--- src/rtl/sd_clk_supply_seq.sv ---
// SD clock supply: write freq select + internal clock enable, poll Internal Clock Stable, then enable SDCLK.
// Latency: 3*GAP_CLKS+5 cycles from start strobe to fin_sup_clk when stable on first poll; +GAP_CLKS+2 per failed poll.
// Backpressure: none; start strobes arriving while busy (including the END cycles) are dropped.
module sd_clk_supply_seq #(
    parameter int GAP_CLKS = 3,
    parameter int POLL_MAX = 1000
) (
    input  logic         clk,
    input  logic         reset,
    input  logic         supply_sd_clk_strb,
    input  logic [7:0]   freq_sel,
    output logic [11:0]  rd_reg_index,
    input  logic [127:0] rd_reg_input,
    output logic         wr_reg_strb,
    output logic [11:0]  wr_reg_index,
    output logic [31:0]  wr_reg_output,
    output logic [2:0]   reg_attr,
    output logic         sd_clk_on_suc,
    output logic         sd_clk_sup_err,
    output logic         fin_sup_clk,
    output logic         sd_clk_sup_proc
);

    localparam logic [11:0] CLK_CTRL_IDX = 12'h02C;
    localparam logic [2:0]  WR_ATTR      = 3'h3;
    localparam logic [3:0]  GAP_LAST     = 4'(GAP_CLKS - 1);
    localparam logic [15:0] POLL_LIMIT   = 16'(POLL_MAX);

    typedef enum logic [3:0] {
        IDLE        = 4'd0,
        WR_INT      = 4'd1,
        WR_INT_WT   = 4'd2,
        RD_STB      = 4'd3,
        RD_WT       = 4'd4,
        CHK         = 4'd5,
        WR_SDCLK    = 4'd6,
        WR_SDCLK_WT = 4'd7,
        END_OK      = 4'd8,
        WR_ABORT    = 4'd9,
        WR_ABORT_WT = 4'd10,
        END_ERR     = 4'd11
    } state_t;

    state_t      state;
    state_t      next_state;
    logic [3:0]  gap_cnt;
    logic [15:0] poll_cnt;
    logic [15:0] poll_inc;
    logic        stable_q;
    logic [7:0]  fsel_q;
    logic [7:0]  fsel_d;
    logic        start;
    logic        in_wait;
    logic        gap_done;

    // Only Internal Clock Stable is consumed from the wide read bus.
    logic unused_rd_bits;
    assign unused_rd_bits = ^{rd_reg_input[127:2], rd_reg_input[0]};

    assign start    = (state == IDLE) && supply_sd_clk_strb;
    assign in_wait  = (state == WR_INT_WT) || (state == RD_WT) ||
                      (state == WR_SDCLK_WT) || (state == WR_ABORT_WT);
    assign gap_done = (gap_cnt == GAP_LAST);
    assign poll_inc = poll_cnt + 16'd1;
    // Outputs are registered from next_state, so the write data must see the value being latched now.
    assign fsel_d   = start ? freq_sel : fsel_q;

    // State register
    always_ff @(posedge clk) begin
        if (reset) begin
            state <= IDLE;
        end else begin
            state <= next_state;
        end
    end

    // Next-state logic
    always_comb begin
        next_state = IDLE;
        case (state)
            IDLE:        next_state = start ? WR_INT : IDLE;
            WR_INT:      next_state = WR_INT_WT;
            WR_INT_WT:   next_state = gap_done ? RD_STB : WR_INT_WT;
            RD_STB:      next_state = RD_WT;
            RD_WT:       next_state = gap_done ? CHK : RD_WT;
            CHK: begin
                if (stable_q) begin
                    next_state = WR_SDCLK;
                end else if (poll_inc == POLL_LIMIT) begin
                    next_state = WR_ABORT;
                end else begin
                    next_state = RD_STB;
                end
            end
            WR_SDCLK:    next_state = WR_SDCLK_WT;
            WR_SDCLK_WT: next_state = gap_done ? END_OK : WR_SDCLK_WT;
            END_OK:      next_state = IDLE;
            WR_ABORT:    next_state = WR_ABORT_WT;
            WR_ABORT_WT: next_state = gap_done ? END_ERR : WR_ABORT_WT;
            END_ERR:     next_state = IDLE;
            default:     next_state = IDLE;
        endcase
    end

    // Sequencer datapath: gap timer, poll counter, latched stable bit and frequency select
    always_ff @(posedge clk) begin
        if (reset) begin
            gap_cnt  <= '0;
            poll_cnt <= '0;
            stable_q <= 1'b0;
            fsel_q   <= '0;
        end else begin
            if (in_wait && !gap_done) begin
                gap_cnt <= gap_cnt + 4'd1;
            end else begin
                gap_cnt <= '0;
            end

            if (start) begin
                fsel_q   <= freq_sel;
                poll_cnt <= '0;
            end else if ((state == CHK) && !stable_q) begin
                poll_cnt <= poll_inc;
            end

            if ((state == RD_WT) && gap_done) begin
                stable_q <= rd_reg_input[1];
            end
        end
    end

    logic        rd_act_d;
    logic        wr_strb_d;
    logic        wr_act_d;
    logic [31:0] wr_dat_d;
    logic        suc_d;
    logic        err_d;
    logic        fin_d;
    logic        proc_d;

    // Output decode of the state being entered
    always_comb begin
        rd_act_d  = 1'b0;
        wr_strb_d = 1'b0;
        wr_act_d  = 1'b0;
        wr_dat_d  = 32'h0;
        suc_d     = 1'b0;
        err_d     = 1'b0;
        fin_d     = 1'b0;
        proc_d    = (next_state != IDLE);
        case (next_state)
            WR_INT, WR_INT_WT: begin
                wr_strb_d = (next_state == WR_INT);
                wr_act_d  = 1'b1;
                wr_dat_d  = {16'h0, fsel_d, 8'h01};
            end
            RD_STB, RD_WT: begin
                rd_act_d = 1'b1;
            end
            WR_SDCLK, WR_SDCLK_WT: begin
                wr_strb_d = (next_state == WR_SDCLK);
                wr_act_d  = 1'b1;
                wr_dat_d  = {16'h0, fsel_d, 8'h05};
            end
            WR_ABORT, WR_ABORT_WT: begin
                wr_strb_d = (next_state == WR_ABORT);
                wr_act_d  = 1'b1;
                wr_dat_d  = 32'h0;
            end
            END_OK: begin
                fin_d = 1'b1;
                suc_d = 1'b1;
            end
            END_ERR: begin
                fin_d = 1'b1;
                err_d = 1'b1;
            end
            default: begin
                proc_d = (next_state != IDLE);
            end
        endcase
    end

    always_ff @(posedge clk) begin
        if (reset) begin
            rd_reg_index    <= '0;
            wr_reg_strb     <= 1'b0;
            wr_reg_index    <= '0;
            wr_reg_output   <= '0;
            reg_attr        <= '0;
            sd_clk_on_suc   <= 1'b0;
            sd_clk_sup_err  <= 1'b0;
            fin_sup_clk     <= 1'b0;
            sd_clk_sup_proc <= 1'b0;
        end else begin
            rd_reg_index    <= rd_act_d ? CLK_CTRL_IDX : 12'h0;
            wr_reg_strb     <= wr_strb_d;
            wr_reg_index    <= wr_act_d ? CLK_CTRL_IDX : 12'h0;
            wr_reg_output   <= wr_dat_d;
            reg_attr        <= wr_act_d ? WR_ATTR : 3'h0;
            sd_clk_on_suc   <= suc_d;
            sd_clk_sup_err  <= err_d;
            fin_sup_clk     <= fin_d;
            sd_clk_sup_proc <= proc_d;
        end
    end

endmodule

--- config.mk ---
export PLATFORM = sky130hd
export DESIGN_NAME = sd_clk_supply_seq
export DESIGN_NICKNAME = d
export VERILOG_FILES = /design/src/rtl/sd_clk_supply_seq.sv
export SDC_FILE = /design/constraint.sdc
export NUM_CORES = 1
export LEC_CHECK = 0
export CAP_MARGIN = 20
export CORE_AREA = 2 2 87 89
export CTS_BUF_LIST = sky130_fd_sc_hd__clkbuf_2
export DETAILED_ROUTE_END_ITERATION = 10
export DIE_AREA = 0 0 89 91
export PLACE_DENSITY_LB_ADDON = 0.25
export SYNTH_ARGS = -nofsm -noshare
export SYNTH_HDL_FRONTEND = slang
export SYNTH_SLANG_ARGS = --single-unit
--- constraint.sdc ---
create_clock -name clk -period 3.29 [get_ports clk]
set_clock_uncertainty 0.05 [all_clocks]
set_input_delay 0.987 -clock clk [delete_from_list [all_inputs] [get_ports clk]]
set_output_delay 0.987 -clock clk [all_outputs]
set_load 0.01 [all_outputs]
Word-level counts from Yosys, hierarchy flattened
Cells that the tools add are included.
Storage, ports and cells
  output and inout port bits: 64
  bits of input ports: 139
  bits in registers: 97
  logic and storage cells: 76
Cells by class
  muxes and demuxes: 19
  $add $sub $neg: 2
  reduce and logical (&&, ||, !) cells: 19
  eq/ne operators: 21
  bitwise operators: 1
Operator list (count)
  4-bit one-hot mux with 10 select lines: 1
  16-bit one-hot mux with 2 select lines: 1
  4-bit by 3-bit == test with 1-bit output (second input constant): 7
  4-bit == test (second input constant): 6
  4-bit by 2-bit == test with 1-bit output (second input constant): 5
  16-bit by 1-bit adder with 16-bit output (second input constant): 1
  16-bit by 10-bit == test with 1-bit output (second input constant): 1
  2-bit OR reduction: 7
  4-bit two-way mux: 3
  6-bit two-way mux: 2
  1-bit two-way mux: 9
  4-bit by 1-bit == test with 1-bit output (second input constant): 2
  8-bit two-way mux: 1
  6-bit OR reduction: 1
  4-bit by 1-bit adder with 4-bit output (second input constant): 1
  1-bit logical AND: 4
  4-bit logical NOT: 1
  4-bit nonzero test: 1
  1-bit logical OR: 3
  1-bit one-hot mux with 3 select lines: 1
  1-bit logical NOT: 2
  2-bit two-way mux: 1
  1-bit NOT: 1

Logic depth before layout (Yosys ltp)
Gate-level depths: netlist of the first run.
  depth in word-level cells: 9
  gate-level depth with buffers: 8
  gate-level depth less buffers: 8

Least setup slack after synthesis of the first run
Ideal clock, no wire load.
  kind: input port to flip-flop
  from: input port supply_sd_clk_strb
  to: register wr_reg_output[11]
  data required time: 3.105 ns
  data arrival time: 2.210 ns
  library setup time: 0.135 ns
  setup slack: 0.895 ns
  cell stages on the path: 6
  buffers on the path: 1
  cells stage by stage: and3_1 -> buf_2 -> a211o_1 -> o22ai_2 -> a221oi_4 -> nor3_2
On the way
  word-level cells in the longest chain between the ends: 6
  elaborated cells on any way between the ends: 11
  classes of those cells: 4 x eq/ne; 4 x mux; 3 x reduce/logical
RTL lines
  from (decl): RTL line 10  | input logic supply_sd_clk_strb,
  1-bit logical AND *: RTL line 60  | assign start = (state == IDLE) && supply_sd_clk_strb;
  1-bit two-way mux: RTL line 81  | IDLE: next_state = start ? WR_INT : IDLE;
  4-bit one-hot mux with 10 select lines: RTL line 80  | case (state)
  4-bit by 3-bit == test with 1-bit output, or another cell as far along: RTL line 151  | case (next_state)
  2-bit OR reduction: RTL line 151
  16-bit one-hot mux with 2 select lines *: RTL line 151
  to (signal assigned): RTL line 199  | wr_reg_output <= wr_dat_d;
  to (decl): RTL line 16  | output logic [31:0] wr_reg_output,
Mark *: on every way between the ends. The rest lies on a longest branch, timed or not.
A chain may end at the register's enable or synchronous reset.

Worst setup path after layout of the first run
  from: register poll_cnt[0]
  to: register wr_reg_strb
On the way
  word-level cells in the longest chain between the ends: 8
  elaborated cells on any way between the ends: 15
  classes of those cells: 1 x add/sub; 7 x eq/ne; 4 x mux; 3 x reduce/logical
RTL lines
  from (decl): RTL line 47  | logic [15:0] poll_cnt;
  from (signal assigned): RTL line 123  | poll_cnt <= poll_inc;
  16-bit by 1-bit adder with 16-bit output *: RTL line 64  | assign poll_inc = poll_cnt + 16'd1;
  16-bit by 10-bit == test with 1-bit output *: RTL line 89  | end else if (poll_inc == POLL_LIMIT) begin
  4-bit two-way mux *: RTL line 89
  4-bit two-way mux *: RTL line 87  | if (stable_q) begin
  4-bit one-hot mux with 10 select lines *: RTL line 80
  4-bit == test, or another cell as far along: RTL line 151, 166
  2-bit OR reduction: RTL line 151
  1-bit one-hot mux with 3 select lines *: RTL line 151
  to (signal assigned): RTL line 197  | wr_reg_strb <= wr_strb_d;
  to (decl): RTL line 14  | output logic wr_reg_strb,
Marks and branches as above.

==> summary.txt, run 1 <==
Synth
  – Yosys cell types: 48
  – Post-Syn Area: ~2700 µm²
  – Top_reg_cell synth: dfxtp_1
  – Ys Warns: 0
  – Post-synth EDFFs: 0
  – Asr flop ratio synth: 0
  – FF+latch count, synth: 50
  – Synth Instances: 304
  – Syn avg cell area: between 8 and 9 µm²
  – Register area share after synthesis: 0.3742

Drt
  – 1st-iter DRT viols: 61
  – Drt total wl: 5010 µm
  – Residual DRC count: 0
  – Via count: 1972
  – Via density: 4.629
  – Final ANT Viol Nets: 0
  – Drt pass-1 iters: 4
  – Average routed wire per standard cell: ~12 µm

Worst hold path
  – Hold EP: gap_cnt[0]
  – Hold crit path type: reg -> reg
  – Hold Crit Depth: 1
  – Hold_sp: gap_cnt[0]

Setup path
  – Worst EP arrival: between 3000 and 4000 ps
  – Crit-path max FO: 7
  – RR Startpoint: poll_cnt[0]
  – R2r setup slk: 530 ps
  – CP max stage cell: dfxtp_1
  – Nature of the critical path startpoint: flop
  – CP endpoint kind: flop
  – Crit path kind: reg -> reg
  – Largest stage delay, worst path: 530 ps
  – Critical Path, Cell by Cell: ha_1 -> nand3_1 -> nor4_1 -> o21ai_0 -> a2111oi_2 -> nand2_1 -> o41ai_1
  – Reg-to-Reg End: wr_reg_strb
  – Reg2reg path depth: 7
  – CP required: 3560 ps

Placement
  – Placed standard-cell area: between 2000 and 3000 µm²
  – RePlAce Congestion: 0.8033
  – Port Buf Inserts: 34
  – Final HPWL DP: 3586 µm

Status
  – Status: completed

Timing
  – Endpoints failing hold: 0
  – Fin crit share: 0.8402
  – Worst slew pin tran: 584.8 ps
  – Fin Setup TNS: 0 ps
  – Tmin final: roughly 2800 ps
  – Slew headroom: 0.6102
  – Upper clock frequency limit: between 0.3 and 0.4 GHz
  – RSZ-0062 raised after global routing: false
  – Max-slew violations: 0
  – Final Setup Violations: 0

Cells and area
  – Share of layout cells above drive strength 1: 0.08563
  – Final #Nets: 469
  – Antenna cells: 0
  – Fill cells: 737
  – Area grow syn2layout: 9.963%
  – Final Cell Area: 2942 µm²

Pwr
  – Internal: 0.7806 mW
  – Sw Ratio: 0.3060
  – Max VDD drop: 194.2 µV
  – Clock Power Share: 0.250
  – Net Sw Power: 0.3442 mW
  – P_leak: 1.090 nW
  – Sequential power share: 0.577
  – Combinational Power Share: 0.174
  – Power per cell area: 382.4 nW/µm²

Clock tree
  – Clock Tree Buf Depth: 2
  – Clock root buffer: clkbuf_2
  – Reg clk slew, reported paths: about 290 ps
  – TritonCTS Buffers: 5
  – Clock Sinks: 50
  – Post-CTS resize count: 0
  – H-Tree Depth: 2
  – CTS Hold Bufs: 0
  – Clk Latency, worst-skew pair: 440 ps
  – TritonCTS clock tree: done
  – Setup Buffers After CTS: 0

Run
  – Max-Cap Viols: 0

Floorplanning
  – Num ports: 203
  – Cell Rows: 31
  – Starting density of the core: 0.3748
  – Die height: 91 µm
  – Core area: a little over 7000 µm²
  – Chip width: between 80 and 90 µm
  – Die area: 8099 µm²

Global route
  – First-pass GRT wire length: between 8000 and 9000 µm
  – Vias in the first global route: 1747
  – Grt ovf: 0
  – Largest net degree at the start of global routing: 21
  – Antenna violations before repair: 0
  – All-Layer GR Usage: 0.1287
[per-layer routing]
layer	routed length, µm	vias to the layer above	share of wire	track usage
li1	-	998	-	-
met1	2444	900	0.49	0.1720
met2	2182	67	0.44	0.1978
met3	282	7	0.056	0.03455
met4	100	0	0.020	0.04602
met5	0	-	0	0
[how the worst max path moves through the flow]
stage                             startpoint                end  slack (ps)  depth (start not counted)
after floorplan           supply_sd_clk_strb  wr_reg_output[11]         890                          6
after global placement    supply_sd_clk_strb        wr_reg_strb         400                          5
after detailed placement  supply_sd_clk_strb        wr_reg_strb         420                          5
after CTS                        poll_cnt[0]        wr_reg_strb         550                          7
after global routing             poll_cnt[0]        wr_reg_strb         260                          7
final                            poll_cnt[0]        wr_reg_strb         530                          7
[cells in the final DEF (no fill, tap or decap), types with 7 or more instances in the layout]
master / count
nand4_1: 7
nand3_1: 7
mux2i_1: 10
clkdlybuf4s50_1: 34
nor2_1: 39
inv_1: 8
xor2_1: 8
nand2_1: 15
dfxtp_1: 50
conb_1: 41
nor3_1: 10
xnor2_1: 12
[flip-flops by register name (all words and copies together), names as in the netlist]
name             flops
fin_sup_clk          1
fsel_q               8
gap_cnt              4
poll_cnt            16
rd_reg_index         1
reg_attr             1
sd_clk_on_suc        1
sd_clk_sup_err       1
sd_clk_sup_proc      1
stable_q             1
state                4
wr_reg_output       10
wr_reg_strb          1
[logic make-up (layout without fill, tap and decap cells)]
group           Yosys count  after routing  synth area share
simple gates            117            117            0.2357
mux                      11             11           0.04163
compound gates           32             32           0.09683
fa+ha+maj                 4              4           0.01871
flops                    50             50            0.3742
buf+inv                  69             52            0.1660
xor+xnor                 20             20           0.06548
other cells               1             41          0.001402
[metrics by stage]
| stage | setup slack, ps | power, mW | util | instances | hold WS, ps |
|---|---|---|---|---|---|
| 2_1_floorplan | 894.8 | 0.8266 | - | 344 | 379.7 |
| 3_3_place_gp | 399.6 | 0.8544 | 0.4050 | 418 | 398.4 |
| 3_5_place_dp | 419.3 | 0.8561 | 0.4050 | 418 | 399.4 |
| 4_1_cts | 554.6 | 1.146 | 0.4122 | 426 | 445.8 |
| 5_1_grt | 256.5 | 1.190 | 0.4122 | 426 | 483.0 |
| 6_report | 525.8 | 1.125 | 0.4122 | 426 | 442.7 |
[cell type report]
class | instances | area (µm²) | share of cell area
multi-input cells | 225 | 1380 | 0.4692
flip-flops and latches | 50 | 1001 | 0.3403
repair buffers | 36 | 355.3 | 0.1208
well taps | 99 | 123.9 | 0.04211
inverters | 8 | 30.03 | 0.01021
clock inverters | 3 | 26.28 | 0.008932
clock buffers | 5 | 25.02 | 0.008507
[power by group through the flow]
stage                     registers [mW]  clock network, mW  logic [mW]
after global placement             0.659                  0       0.195
after global routing               0.654              0.320       0.217
after detailed placement           0.660                  0       0.196
after CTS                          0.649              0.300       0.197
final                              0.649              0.281       0.195
after floorplan                    0.659                  0       0.168
[Yosys cell counts, types with 2 or more instances]
cell type / n / area share
nor4_1: 5 / 0.012
or3_1: 3 / 0.0070
nand2_1: 15 / 0.021
inv_1: 8 / 0.011
and3_1: 3 / 0.0070
a31o_2: 3 / 0.0098
nand3_1: 7 / 0.013
mux2i_1: 10 / 0.037
o32a_1: 2 / 0.0075
clkbuf_1: 9 / 0.013
nor3b_1: 5 / 0.014
or2_2: 3 / 0.0070
nor3_2: 5 / 0.019
xnor2_1: 12 / 0.039
buf_2: 4 / 0.0075
nor3_1: 10 / 0.019
buf_4: 48 / 0.13
a211o_1: 3 / 0.0098
a31oi_1: 2 / 0.0047
ha_1: 4 / 0.019
nor2_1: 39 / 0.055
nand4_1: 7 / 0.016
nor4b_1: 3 / 0.0098
a21oi_1: 6 / 0.011
o21ai_0: 6 / 0.011
nor2b_1: 4 / 0.0094
dfxtp_1: 50 / 0.37
xor2_1: 8 / 0.026
[worst max-delay path, delay by kind of cell (launching register included)]
| family | cells | cell delay, ps |
|---|---|---|
| flip-flops | 1 | 530 |
| AO/OA/AOI/OAI | 3 | 1060 |
| adder cells (fa/ha/maj) | 1 | 310 |
| AND/OR/NAND/NOR | 3 | 690 |
No activity file was read; power rests on OpenSTA's default activity.
==> run 2: changes to the inputs <==
--- a/config.mk
+++ b/config.mk
@@ -6,10 +6,10 @@
 export NUM_CORES = 1
 export LEC_CHECK = 0
 export CAP_MARGIN = 20
-export CORE_AREA = 2 2 87 89
+export CORE_AREA = 2 2 95 97
 export CTS_BUF_LIST = sky130_fd_sc_hd__clkbuf_2
 export DETAILED_ROUTE_END_ITERATION = 10
-export DIE_AREA = 0 0 89 91
+export DIE_AREA = 0 0 97 99
 export PLACE_DENSITY_LB_ADDON = 0.25
 export SYNTH_ARGS = -nofsm -noshare
 export SYNTH_HDL_FRONTEND = slang
==> constraint.sdc (replaced) <==
create_clock -name clk -period 2.26 [get_ports clk]
set_clock_uncertainty 0.05 [all_clocks]
set_input_delay 0.678 -clock clk [delete_from_list [all_inputs] [get_ports clk]]
set_output_delay 0.678 -clock clk [all_outputs]
set_load 0.01 [all_outputs]
==> run 2 against run 1 <==
Against the previous run:
- critical path type unchanged
- hold slack improved by 40 ps
- maximum frequency grew 25%
- worst setup slack worse by 470 ps
==> summary.txt, run 2 (synthesis results as in run 1) <==
Status
  – Status: completed (unchanged)

Clock tree
  – Clock root buffer: clkbuf_2 (unchanged)
  – Clk Latency, worst-skew pair: 440 ps (about the same)
  – Clock Sinks: 50 (unchanged)
  – CTS Hold Bufs: 0 (unchanged)
  – TritonCTS clock tree: done (unchanged)
  – H-Tree Depth: 2 (unchanged)
  – Clock Tree Buf Depth: 2 (unchanged)
  – Reg clk slew, reported paths: 290 ps (about the same)
  – TritonCTS Buffers: 5 (unchanged)

Cells and area
  – Core Util, Final: 0.3882 (was 0.4122)
  – Final Cell Area: 3319 µm² (was 2942 µm²)
  – Commonest cells after routing, fill and taps aside: dfxtp_1 (43), conb_1 (41), nor2_1 (38), clkdlybuf4s50_1 (34), buf_4 (33) (was dfxtp_1 (50), conb_1 (41), nor2_1 (39), clkdlybuf4s50_1 (34), nand2_1 (15))
  – Area grow syn2layout: 24.09% (was 9.963%)
  – Share of layout cells above drive strength 1: 0.2194 (was 0.08563)
  – Largest register FFs: 16 (unchanged)
  – Commonest non-fill, non-tap cell in the layout: dfxtp_1 (unchanged)
  – Top flop regs: poll_cnt x16, wr_reg_output x10, fsel_q x8 (unchanged)
  – Top reg by flops: poll_cnt (unchanged)
  – Final #Nets: 502 (was 469)

Setup path
  – CP endpoint kind: flop (unchanged)
  – Critical path's top delay family: compound AO/OA/AOI/OAI gates (unchanged)
  – Critical path startpoint: gap_cnt[0] (was poll_cnt[0])
  – RR Startpoint: gap_cnt[0] (was poll_cnt[0])
  – Worst EP arrival: 2550 ps (was 3030 ps)
  – CP required: 2610 ps (was 3560 ps)
  – CP max stage cell: dfxtp_2 (was dfxtp_1)
  – CP most frequent cell: a211o_1
  – Crit path kind: reg -> reg (unchanged)
  – Largest stage delay, worst path: 390 ps (was 530 ps)
  – R2r setup slk: 50 ps (was 530 ps)
  – Buf/Inv on CP: 2 (was 0)
  – Critical Path, Cell by Cell: inv_2 -> ha_4 -> or3b_4 -> a211o_1 -> a211o_1 -> o22ai_2 -> a221oi_4 -> buf_12 -> nor3_2 (was ha_1 -> nand3_1 -> nor4_1 -> o21ai_0 -> a2111oi_2 -> nand2_1 -> o41ai_1)
  – Nature of the critical path startpoint: flop (unchanged)
  – Crit-path max FO: 9 (was 7)

Global route
  – Grt ovf: 0 (unchanged)
  – Vias in the first global route: 1938 (was 1747)
  – Largest net degree at the start of global routing: 20 (was 21)
  – Antenna violations before repair: 1 (was 0)
  – All-Layer GR Usage: 0.1107 (was 0.1287)
  – First-pass GRT wire length: 8763 µm (was 8314 µm)

Timing
  – RSZ-0062 raised after global routing: true (was false)
  – Fin crit share: 0.9763 (was 0.8402)
  – Final Setup Violations: 0 (unchanged)
  – Endpoints failing hold: 0 (unchanged)
  – Upper clock frequency limit: 0.4532 GHz (was 0.3618 GHz)
  – Worst slew pin tran: 497.7 ps (was 584.8 ps)
  – Final setup margin: 53.56 ps (was 525.8 ps)
  – Slew headroom: 0.6629 (was 0.6102)
  – Fin Setup TNS: 0 ps (unchanged)
  – Max-slew violations: 0 (unchanged)
  – Tmin final: 2206 ps (was 2764 ps)

Floorplanning
  – Core area: 8551 µm² (was 7137 µm²)
  – Die height: 99 µm (was 91 µm)
  – Num ports: 203 (unchanged)
  – Chip width: 97 µm (was 89 µm)
  – Cell Rows: 34 (was 31)
  – Die area: 9603 µm² (was 8099 µm²)
  – Starting density of the core: 0.3128 (was 0.3748)

Placement
  – Final HPWL DP: 3943 µm (was 3586 µm)
  – Port Buf Inserts: 34 (unchanged)
  – RePlAce Congestion: 0.8021 (was 0.8033)
  – Post-place setup slack: -76.42 ps (was 419.3 ps)
  – Placed standard-cell area: 3132 µm² (was 2890 µm²)

Drt
  – Drt pass-1 iters: 4 (unchanged)
  – Via density: 4.503 (was 4.629)
  – Average routed wire per standard cell: 11.33 µm (was 11.76 µm)
  – Final ANT Viol Nets: 0 (unchanged)
  – 1st-iter DRT viols: 73 (was 61)
  – Residual DRC count: 0 (unchanged)
  – Via count: 2112 (was 1972)
  – Drt total wl: 5315 µm (was 5010 µm)

Worst hold path
  – Hold_sp: fsel_q[7] (was gap_cnt[0])
  – Hold crit path type: reg -> reg (unchanged)

Pwr
  – P_leak: 1.279 nW (was 1.090 nW)
  – Power per cell area: 510.4 nW/µm² (was 382.4 nW/µm²)
  – Tot Pwr: 1.694 mW (was 1.125 mW)
  – Max VDD drop: 273.7 µV (was 194.2 µV)

Run
  – Max-Cap Viols: 0 (unchanged)
## run 2: cell count changes in the layout (fill, tap and decap cells not counted), sizes merged
cell   delta
diode     +1
buf      +33
## run 2: report_power, final
part	leakage, nW	internal, mW	switching (mW)
combinational	0.834	0.163	0.176
clock	0.0355	0.0925	0.324
sequential	0.409	0.920	0.0193
total	1.28	1.18	0.519
## run 2: worst register-to-register path, cell delays in order, from the launching register on
cell and delay (ps):
dfxtp_2 390, inv_2 60, ha_4 130, or3b_4 390
a211o_1 260, a211o_1 320, o22ai_2 170, a221oi_4 100
buf_12 160, nor3_2 140
## run 2: what timing repair did
action,4_1_cts,5_1_grt
endpoints found under the setup margin,10,20
buffers inserted,0,5
hold endpoints to repair,0,0
pin swaps,2,7
gates resized for setup,4,22
## run 2: path summary, 6_finish.rpt
kind,end,depth (start not counted)
worst min-delay path,fsel_q[7],2
worst min register to register,fsel_q[7],2
worst max-delay path,wr_reg_output[13],9
worst max register to register,wr_reg_output[13],9
## run 2: final cells by class
class,count,area [µm²]
fill,868,5231
antenna,1,2.502
timing repair buffer,69,619.3
sequential,50,1010
clock buffer,5,25.02
tap,108,135.1
inverter,8,30.03
multi-input combinational,225,1469
clock inverter,3,28.78
## run 2: metal layers
metal | part of all wire | GRT usage | wire (µm) | vias to the layer above
met2 | 0.48 | 0.1912 | 2542 | 64
met5 | 0 | 0 | 0 | -
met3 | 0.048 | 0.02340 | 255 | 5
met1 | 0.46 | 0.1356 | 2447 | 977
li1 | - | - | - | 1066
met4 | 0.013 | 0.04225 | 68 | 0
## run 2: stage by stage
| step | hold WS, ps | std cells |
|---|---|---|
| 2_1_floorplan | 379.7 | 344 |
| 3_3_place_gp | 420.2 | 456 |
| 3_5_place_dp | 431.2 | 456 |
| 4_1_cts | 476.0 | 464 |
| 5_1_grt | 506.6 | 469 |
| 6_report | 482.9 | 469 |
